===== src/rtl/nco_phase_gen.sv =====
`default_nettype none
// ============================================================================
// Module      : nco_phase_gen
// Description : Initiator side of the NCO phase/sample interface for one
//               voice. A free-running prescaler produces sample-rate ticks;
//               each accepted tick advances a phase accumulator and issues
//               the top 7 phase bits to a phase-to-sample responder, then
//               waits (bounded) for the returned sample and re-registers it
//               as the voice output. Also handles tuning-word staging,
//               note-on phase reset, handshake timeout and tick overrun.
// Revision    : 1.0 - initial release
// ============================================================================
module nco_phase_gen #(
    parameter int ACC_W   = 24,
    parameter int DIV     = 1134,
    parameter int TIMEOUT = 15
) (
    input  logic             clk,
    input  logic             rst,
    input  logic             enable,
    input  logic [ACC_W-1:0] tuning_word,
    input  logic             tuning_wr,
    input  logic             note_on,
    output logic [6:0]       nco_phase,
    output logic             nco_phase_dv,
    input  logic [7:0]       sample_in,
    input  logic             sample_in_dv,
    output logic [7:0]       sample_out,
    output logic             sample_out_dv,
    output logic             overrun,
    output logic             timeout
);

    // ------------------------------------------------------------------------
    // Constants
    // ------------------------------------------------------------------------
    localparam int c_PHASE_W = 7;
    localparam int c_PRESC_W = (DIV > 1) ? $clog2(DIV) : 1;
    // Wait counter must be able to hold TIMEOUT itself, because it is
    // incremented on the same edge that the FSM leaves WAIT.
    localparam int c_WAIT_W  = $clog2(TIMEOUT + 1);

    localparam logic [c_PRESC_W-1:0] c_PRESC_LAST = c_PRESC_W'(DIV - 1);
    localparam logic [c_PRESC_W-1:0] c_PRESC_ONE  = c_PRESC_W'(1);
    localparam logic [c_WAIT_W-1:0]  c_WAIT_LAST  = c_WAIT_W'(TIMEOUT - 1);
    localparam logic [c_WAIT_W-1:0]  c_WAIT_ONE   = c_WAIT_W'(1);

    // ------------------------------------------------------------------------
    // Handshake FSM encoding
    // ------------------------------------------------------------------------
    typedef enum logic [1:0] {
        S_IDLE  = 2'd0,
        S_ISSUE = 2'd1,
        S_WAIT  = 2'd2
    } state_t;

    state_t                 r_state;
    state_t                 w_state_next;

    // ------------------------------------------------------------------------
    // Internal signals
    // ------------------------------------------------------------------------
    logic [c_PRESC_W-1:0]   r_presc;
    logic                   w_tick;

    logic [c_WAIT_W-1:0]    r_wait_cnt;

    logic [ACC_W-1:0]       r_acc;
    logic [ACC_W-1:0]       r_tw_active;
    logic [ACC_W-1:0]       r_tw_pending;
    logic                   r_reset_pending;
    logic [ACC_W-1:0]       w_acc_next;

    logic                   w_accept;
    logic                   w_take;
    logic                   w_overrun_set;
    logic                   w_timeout_set;

    logic [c_PHASE_W-1:0]   r_nco_phase;
    logic                   r_nco_phase_dv;
    logic [7:0]             r_sample_out;
    logic                   r_sample_out_dv;
    logic                   r_overrun;
    logic                   r_timeout;

    // ------------------------------------------------------------------------
    // Sample-rate prescaler: free-running 0..DIV-1, independent of enable
    // ------------------------------------------------------------------------
    assign w_tick = (r_presc == c_PRESC_LAST);

    // Prescaler count; wraps to zero on the tick cycle
    always_ff @(posedge clk) begin
        if (rst) begin
            r_presc <= '0;
        end else if (w_tick) begin
            r_presc <= '0;
        end else begin
            r_presc <= r_presc + c_PRESC_ONE;
        end
    end

    // ------------------------------------------------------------------------
    // Next accumulator value. A note-on arriving on the tick cycle itself is
    // honoured by that tick, so the live strobe is OR-ed with the stored flag.
    // ------------------------------------------------------------------------
    assign w_acc_next = (r_reset_pending || note_on) ? '0
                                                     : (r_acc + r_tw_active);

    // ------------------------------------------------------------------------
    // FSM: state register
    // ------------------------------------------------------------------------
    // Handshake state register
    always_ff @(posedge clk) begin
        if (rst) begin
            r_state <= S_IDLE;
        end else begin
            r_state <= w_state_next;
        end
    end

    // ------------------------------------------------------------------------
    // FSM: next-state and per-cycle event decode
    // ------------------------------------------------------------------------
    // Decide tick acceptance, sample capture, timeout and overrun events
    always_comb begin
        w_state_next  = r_state;
        w_accept      = 1'b0;
        w_take        = 1'b0;
        w_overrun_set = 1'b0;
        w_timeout_set = 1'b0;

        case (r_state)
            S_IDLE: begin
                // A tick with enable low is simply ignored.
                if (w_tick && enable) begin
                    w_accept     = 1'b1;
                    w_state_next = S_ISSUE;
                end
            end

            S_ISSUE: begin
                // The phase-valid pulse is on the output during this cycle.
                w_overrun_set = w_tick && enable;
                w_state_next  = S_WAIT;
            end

            S_WAIT: begin
                // A tick landing here is dropped; the accumulator is untouched.
                w_overrun_set = w_tick && enable;
                if (sample_in_dv) begin
                    w_take       = 1'b1;
                    w_state_next = S_IDLE;
                end else if (r_wait_cnt == c_WAIT_LAST) begin
                    w_timeout_set = 1'b1;
                    w_state_next  = S_IDLE;
                end
            end

            default: begin
                w_state_next = S_IDLE;
            end
        endcase
    end

    // ------------------------------------------------------------------------
    // WAIT-state cycle counter, cleared while issuing
    // ------------------------------------------------------------------------
    // Count cycles spent waiting for the responder
    always_ff @(posedge clk) begin
        if (rst) begin
            r_wait_cnt <= '0;
        end else if (r_state == S_ISSUE) begin
            r_wait_cnt <= '0;
        end else if (r_state == S_WAIT) begin
            r_wait_cnt <= r_wait_cnt + c_WAIT_ONE;
        end
    end

    // ------------------------------------------------------------------------
    // Phase accumulator and tuning-word staging. The active word is loaded
    // from the pending register after the add, so a newly written word only
    // affects the tick after the one that promotes it.
    // ------------------------------------------------------------------------
    // Accumulator and active tuning word advance only on accepted ticks
    always_ff @(posedge clk) begin
        if (rst) begin
            r_acc       <= '0;
            r_tw_active <= '0;
        end else if (w_accept) begin
            r_acc       <= w_acc_next;
            r_tw_active <= r_tw_pending;
        end
    end

    // Capture host tuning writes into the pending register
    always_ff @(posedge clk) begin
        if (rst) begin
            r_tw_pending <= '0;
        end else if (tuning_wr) begin
            r_tw_pending <= tuning_word;
        end
    end

    // Note-on request flag, consumed by the next accepted tick
    always_ff @(posedge clk) begin
        if (rst) begin
            r_reset_pending <= 1'b0;
        end else if (w_accept) begin
            r_reset_pending <= 1'b0;
        end else if (note_on) begin
            r_reset_pending <= 1'b1;
        end
    end

    // ------------------------------------------------------------------------
    // Registered outputs
    // ------------------------------------------------------------------------
    // Phase to responder: loaded on tick acceptance and held until the next
    always_ff @(posedge clk) begin
        if (rst) begin
            r_nco_phase    <= '0;
            r_nco_phase_dv <= 1'b0;
        end else begin
            r_nco_phase_dv <= w_accept;
            if (w_accept) begin
                r_nco_phase <= w_acc_next[ACC_W-1 -: c_PHASE_W];
            end
        end
    end

    // Voice sample: re-register the responder's sample when accepted in WAIT
    always_ff @(posedge clk) begin
        if (rst) begin
            r_sample_out    <= '0;
            r_sample_out_dv <= 1'b0;
        end else begin
            r_sample_out_dv <= w_take;
            if (w_take) begin
                r_sample_out <= sample_in;
            end
        end
    end

    // Single-cycle status pulses
    always_ff @(posedge clk) begin
        if (rst) begin
            r_overrun <= 1'b0;
            r_timeout <= 1'b0;
        end else begin
            r_overrun <= w_overrun_set;
            r_timeout <= w_timeout_set;
        end
    end

    assign nco_phase     = r_nco_phase;
    assign nco_phase_dv  = r_nco_phase_dv;
    assign sample_out    = r_sample_out;
    assign sample_out_dv = r_sample_out_dv;
    assign overrun       = r_overrun;
    assign timeout       = r_timeout;

endmodule
`default_nettype wire


===== config.mk =====
export PLATFORM = sky130hd
export DESIGN_NAME = nco_phase_gen
export DESIGN_NICKNAME = d
export VERILOG_FILES = /design/src/rtl/nco_phase_gen.sv
export SDC_FILE = /design/constraint.sdc
export NUM_CORES = 1
export LEC_CHECK = 0
export ABC_AREA = 1
export CELL_PAD_IN_SITES_DETAIL_PLACEMENT = 1
export CELL_PAD_IN_SITES_GLOBAL_PLACEMENT = 2
export CORE_ASPECT_RATIO = 0.7
export CORE_MARGIN = 3
export CORE_UTILIZATION = 34
export DETAILED_ROUTE_END_ITERATION = 10
export GPL_ROUTABILITY_DRIVEN = 0
export MAX_ROUTING_LAYER = met4
export PLACE_DENSITY = 0.81
export REMOVE_ABC_BUFFERS = 1
export SYNTH_ARGS = -nofsm -noshare
export SYNTH_HDL_FRONTEND = slang
export SYNTH_SLANG_ARGS = --single-unit

===== constraint.sdc =====
create_clock -name clk -period 5.75 [get_ports clk]
set_clock_uncertainty 0.15 [all_clocks]
set_input_delay 1.15 -clock clk [delete_from_list [all_inputs] [get_ports clk]]
set_output_delay 1.15 -clock clk [all_outputs]
set_load 0.02 [all_outputs]

==> impl_metrics.env, run 1 <==
export IMPL_cts_sinks=102
export IMPL_async_flop_share_pct=0
export IMPL_cp_end_kind="flip-flop"
export IMPL_final_antenna_net_count=0
export IMPL_vias=5070
export IMPL_synth_area_leader_cell="dfxtp_1"
export IMPL_stdcell_count=1060
export IMPL_yosys_area_top_type_share_pct=37.2
export IMPL_post_cts_buffers=0
export IMPL_netlist_top_cells_count="nand2_1, inv_1, dfxtp_1, nand3_1, nor2_1"
export IMPL_slowest_stage="o21ai_0"
export IMPL_first_pass_iters=4
export IMPL_maxSlewHeadroom_pct=17.9
export IMPL_finalCritPeriodShare_pct=59.4
export IMPL_path_clk_slew_ns=0.07
export IMPL_grt_pass1_vias=5259
export IMPL_die_area_um2=17700
export IMPL_synth_area_um2=5480
export IMPL_coreArea_um2=15600
export IMPL_path_max_fanout=85
export IMPL_grt_max_degree=86
export IMPL_cts_root_buf="clkbuf_16"
export IMPL_post_drt_wl_per_cell_um=13.8
export IMPL_synthDistinctLibCells=34
export IMPL_ys_ff_latch=102
export IMPL_antenna_found_initial=0
export IMPL_ir_worst_vdd_uv=132
export IMPL_worst_path_buf_inv=3
export IMPL_postCtsHoldBufs=0
export IMPL_cts_made_buffers=9
export IMPL_syn_avg_cell_area_um2=6.71
export IMPL_vias_per_cell=4.78
export IMPL_grt_usage_pct=18.1
export IMPL_drt_wl_total_um=14700
export IMPL_criticalPathCategory="input pin to flip-flop"
export IMPL_placed_cells=1044
export IMPL_die_y_um=112
export IMPL_syn_instance_count=817
export IMPL_power_per_cell_area_nw_per_um2=221
export IMPL_rows=38
export IMPL_rsz0062_at_grt="false"
export IMPL_clockBufferDepth=2
export IMPL_cp_required_ns=5.90
export IMPL_num_antenna_cells=0
export IMPL_tightest_slew_ns=1.22
export IMPL_setup_viol=0
export IMPL_port_buffers=56
export IMPL_maxCapViolCount=0
export IMPL_synth_main_ff_cell="dfxtp_1"
export IMPL_layout_nets=925
export IMPL_grt_pass1_wl_um=25400
export IMPL_gr_total_overflow=0
export IMPL_fmax_mhz=293
export IMPL_ios=57
export IMPL_hold_path_class="flip-flop to flip-flop"
export IMPL_final_hold_violation_count=0
export IMPL_cts_resized=0
export IMPL_synth_warnings=0
export IMPL_status="completed"
export IMPL_remaining_drc_errors=0
export IMPL_fin_tns_setup_ns=0
export IMPL_drive_above_1_share_pct=3.37
export IMPL_place_ws_ns=1.97
export IMPL_first_iter_violations=195
export IMPL_synth_edff_count=0
export IMPL_fin_crit_ns=3.42
export IMPL_ys_top_cells_by_area="dfxtp_1, nand2_1, nand3_1, inv_1, ha_1"
export IMPL_clock_latency_ns=0.36
export IMPL_synthToLayoutAreaGrowth_pct=17.4
export IMPL_cpPeakStageDelay_ns=0.68
export IMPL_hpwl_um=11200
export IMPL_seq_area_frac_synth_pct=37.2
export IMPL_startpoint_type="input pin"
export IMPL_crit_path_cell_trace="clkdlybuf4s50_1 > inv_2 > buf_4 > o21ai_0 > a21oi_1 > o21a_1"
export IMPL_cp_top_family="buffers and inverters"
export IMPL_drv_slew=0
export IMPL_cts_tree="yes"
export IMPL_cp_arrival_ns=3.57
export IMPL_cts_htree_levels=3
export IMPL_synth_most_common_cell="nand2_1"
export IMPL_setup_ws_ns=2.33
export IMPL_die_x_um=158
export IMPL_cellLeakagePower_nw=3.13
export IMPL_start_util_pct=35.1
-- worst reg2reg max path: stages (launching register included) --
cell	delay [ns]
dfxtp_1	0.39
ha_1	0.17
inv_1	0.05
nor2_1	0.08
nand4_1	0.14
o21ai_0	0.98
a21oi_1	0.10
o21a_1	0.16
-- sequential cells by signal, summed over array words and instances (netlist names), 2 cells and up --
register	count
r_state	2
r_tw_active	24
r_wait_cnt	4
r_acc	24
sample_out	8
r_presc	11
r_tw_pending	24
-- kinds of logic after synthesis --
kind of cell / count (synthesis) / synth area share [%]
compound gates: 86 / 8.05
xor+xnor: 7 / 1.12
fa+ha+maj: 32 / 7.44
buf+inv: 140 / 10.7
flops: 102 / 37.2
simple gates: 450 / 35.5
-- final cells by class --
cell class	count	area, um^2
tap	200	250
clock inverter	7	78.8
sequential	102	2040
inverter	109	409
multi-input combinational	575	2860
fill	1996	9210
timing repair buffer	58	576
clock buffer	9	225
-- cells in the final DEF (no fill, tap or decap), types with 4 or more instances in the layout --
cell type        count
nand4_1              9
o21ai_0             49
clkdlybuf4s50_1     56
nand3_1             88
nand2_1            234
dfxtp_1            102
nor3_1               8
or2_2                4
nor2_1              88
a21oi_1             32
inv_1              108
ha_1                31
nand3b_1             6
xor2_1               7
clkbuf_16            9
-- power breakdown --
part | internal, mW | total (mW) | switching (mW)
sequential | 0.720 | 0.726 | 0.00595
clock | 0.343 | 0.631 | 0.288
combinational | 0.0326 | 0.0663 | 0.0337
total | 1.10 | 1.42 | 0.328
-- path summary, 6_finish.rpt --
path | start | endpoint | slack (ns) | cells after the start
min reg2reg | r_tw_pending[17] | r_tw_pending[17] | 0.30 | 2
max reg2reg | r_presc[0] | r_presc[10] | 3.43 | 7
min | r_tw_pending[17] | r_tw_pending[17] | 0.30 | 2
max | rst | r_presc[10] | 2.33 | 6
-- through the flow --
step | hold WS (ns) | cell area (um^2) | total power, mW | util, %
4_1_cts | 0.303 | 6440 | 1.45 | 41.2
3_3_place_gp | 0.285 | 6130 | 0.806 | 39.2
5_1_grt | 0.317 | 6440 | 1.49 | 41.2
2_1_floorplan | 0.271 | 5310 | 0.770 | -
3_5_place_dp | 0.290 | 6130 | 0.809 | 39.2
6_report | 0.299 | 6440 | 1.42 | 41.2
-- per-layer routing --
layer / share of wire [%] / vias to the layer above / track usage [%]
li1: - / 2655 / -
met1: 53 / 2364 / 25.2
met2: 44 / 41 / 27.5
met3: 2.0 / 10 / 3.35
met4: 0.94 / 0 / 3.64
met5: 0 / - / -
(Power assumes the default switching activity.)
==> run 2, diff against run 1 <==
CORE_UTILIZATION = 29   (was 34)
PLACE_DENSITY = 0.73   (was 0.81)
clock period = 2.85 ns   (was 5.75 ns; I/O delays follow)
==> run 2 against run 1 <==
  * Power up 99%
  * Die area up 16%
  * Non-clock buffer count rose by 2
  * Via count increased by 1.7%
  * Sequential power increased by 100%
  * First-iteration DRC count increased by 16%
  * Routed wire length rose by 1.8%
  * Combinational power grew 110%
  * Setup slack lost 1.8 ns
  * Largest cell class unchanged
==> impl_metrics.env, run 2 (same netlist as run 1, synthesis figures left out) <==
export IMPL_ios=57
export IMPL_cp_arrival_ns=2.41
export IMPL_finalCritPeriodShare_pct=80.7
export IMPL_maxSlewHeadroom_pct=16.9
export IMPL_cts_sinks=102
export IMPL_path_max_fanout=11
export IMPL_num_antenna_cells=0
export IMPL_rows=41
export IMPL_maxCapViolCount=0
export IMPL_postCtsHoldBufs=0
export IMPL_final_antenna_net_count=0
export IMPL_final_common_cell="nand2_1"
export IMPL_status="completed"
export IMPL_drv_slew=0
export IMPL_post_drt_wl_per_cell_um=13.6
export IMPL_cp_end_kind="flip-flop"
export IMPL_criticalPathCategory="flip-flop to flip-flop"
export IMPL_grt_usage_pct=15.5
export IMPL_cts_resized=0
export IMPL_synthToLayoutAreaGrowth_pct=18.9
export IMPL_final_hold_violation_count=0
export IMPL_dr_max_layer_used="met4"
export IMPL_post_cts_buffers=0
export IMPL_final_area_um2=6520
export IMPL_cts_tree="yes"
export IMPL_slowest_stage="o21ai_0"
export IMPL_wl_met1_um=7950
export IMPL_hpwl_um=11400
export IMPL_cts_made_buffers=9
export IMPL_fin_util_pct=35.7
export IMPL_fmax_mhz=435
export IMPL_remaining_drc_errors=0
export IMPL_start_util_pct=30.0
export IMPL_cellLeakagePower_nw=3.15
export IMPL_r2r_slack_ns=0.55
export IMPL_die_y_um=121
export IMPL_grt_pass1_vias=5111
export IMPL_r2r_end="r_presc[7]"
export IMPL_tightest_slew_ns=1.23
export IMPL_rsz0062_at_grt="false"
export IMPL_hold_path_class="flip-flop to flip-flop"
export IMPL_top_regs="r_acc: 24 flops, r_tw_active: 24 flops, r_tw_pending: 24 flops"
export IMPL_rr_worst_depth=7
export IMPL_first_pass_iters=4
export IMPL_power_per_cell_area_nw_per_um2=435
export IMPL_hold_path_startpoint="r_tw_pending[1]"
export IMPL_grt_max_degree=80
export IMPL_clockBufferDepth=2
export IMPL_drive_above_1_share_pct=3.60
export IMPL_crit_path_cell_trace="ha_1 > inv_1 > nor2_1 > nand4_1 > o21ai_0 > a21oi_1 > o21a_1"
export IMPL_antenna_found_initial=0
export IMPL_die_area_um2=20600
export IMPL_fin_crit_ns=2.30
export IMPL_cp_required_ns=2.96
export IMPL_vias=5157
export IMPL_gr_total_overflow=0
export IMPL_multi_input_area_um2=2860
export IMPL_drt_wl_total_um=14900
export IMPL_nFillCells=2303
export IMPL_hold_end="r_tw_active[1]"
export IMPL_setup_viol=0
export IMPL_port_buffers=56
export IMPL_clock_latency_ns=0.37
export IMPL_wl_met2_um=6390
export IMPL_cpPeakStageDelay_ns=0.98
export IMPL_cts_root_buf="clkbuf_16"
export IMPL_holdPathStages=2
export IMPL_ir_worst_vdd_uv=242
export IMPL_regArea_um2=2040
export IMPL_die_x_um=170
export IMPL_path_clk_slew_ns=0.08
export IMPL_layout_nets=927
export IMPL_vias_per_cell=4.70
export IMPL_cts_htree_levels=3
export IMPL_power_mw=2.84
export IMPL_r2r_start="r_presc[0]"
export IMPL_wl_met3_um=410
export IMPL_placed_area_um2=6220
export IMPL_startpoint_type="flip-flop"
export IMPL_final_cell_mix="nand2_1, inv_1, dfxtp_1"
export IMPL_grt_pass1_wl_um=25100
export IMPL_first_iter_violations=227
export IMPL_coreArea_um2=18300
-- run 2: final cells by class --
cell class,instances,area share (%)
clock inverters,7,1.19
repair buffers,60,9.44
well taps,236,4.53
clock buffers,9,3.45
flip-flops and latches,102,31.3
inverters,109,6.27
multi-input cells,575,43.8
-- run 2: routing by layer --
layer | vias up | global-route usage, %
li1 | 2660 | -
met1 | 2439 | 21.3
met2 | 47 | 23.2
met3 | 11 | 3.42
met4 | 0 | 3.90
met5 | - | -
-- run 2: worst max-delay path, delay by kind of cell, from the launching register on --
family          cells  cell delay, ns
compound gates      3            1.23
fa+ha+maj           1            0.17
buf+inv             1            0.06
flops               1            0.39
simple gates        2            0.20
-- run 2: where the power goes --
group | switching [mW] | internal [mW] | leakage, nW | total [mW]
clock | 0.616 | 0.622 | 0.144 | 1.24
sequential | 0.0117 | 1.45 | 0.829 | 1.46
combinational | 0.0690 | 0.0685 | 2.18 | 0.137
total | 0.697 | 2.14 | 3.15 | 2.84
-- run 2: how the worst max path moves through the flow --
stage	end	cells past startpoint	slack, ns	start
after floorplan	r_presc[10]	4	-0.13	rst
after global placement	r_tw_pending[9]	5	0.41	rst
after detailed placement	r_tw_pending[21]	5	0.32	rst
after CTS	r_presc[7]	7	0.54	r_presc[0]
after global routing	r_presc[7]	7	0.30	r_presc[0]
final	r_presc[7]	7	0.55	r_presc[0]
-- run 2: metrics by stage --
stage               TNS [ns]  hold WS, ns  std cells  worst slack, ns
finish                     0        0.301       1098            0.551
global route               0        0.319       1098            0.301
CTS                        0        0.305       1098            0.538
detailed placement         0        0.291       1082            0.320
global placement           0        0.286       1082            0.413
floorplan             -0.525        0.271        786           -0.135
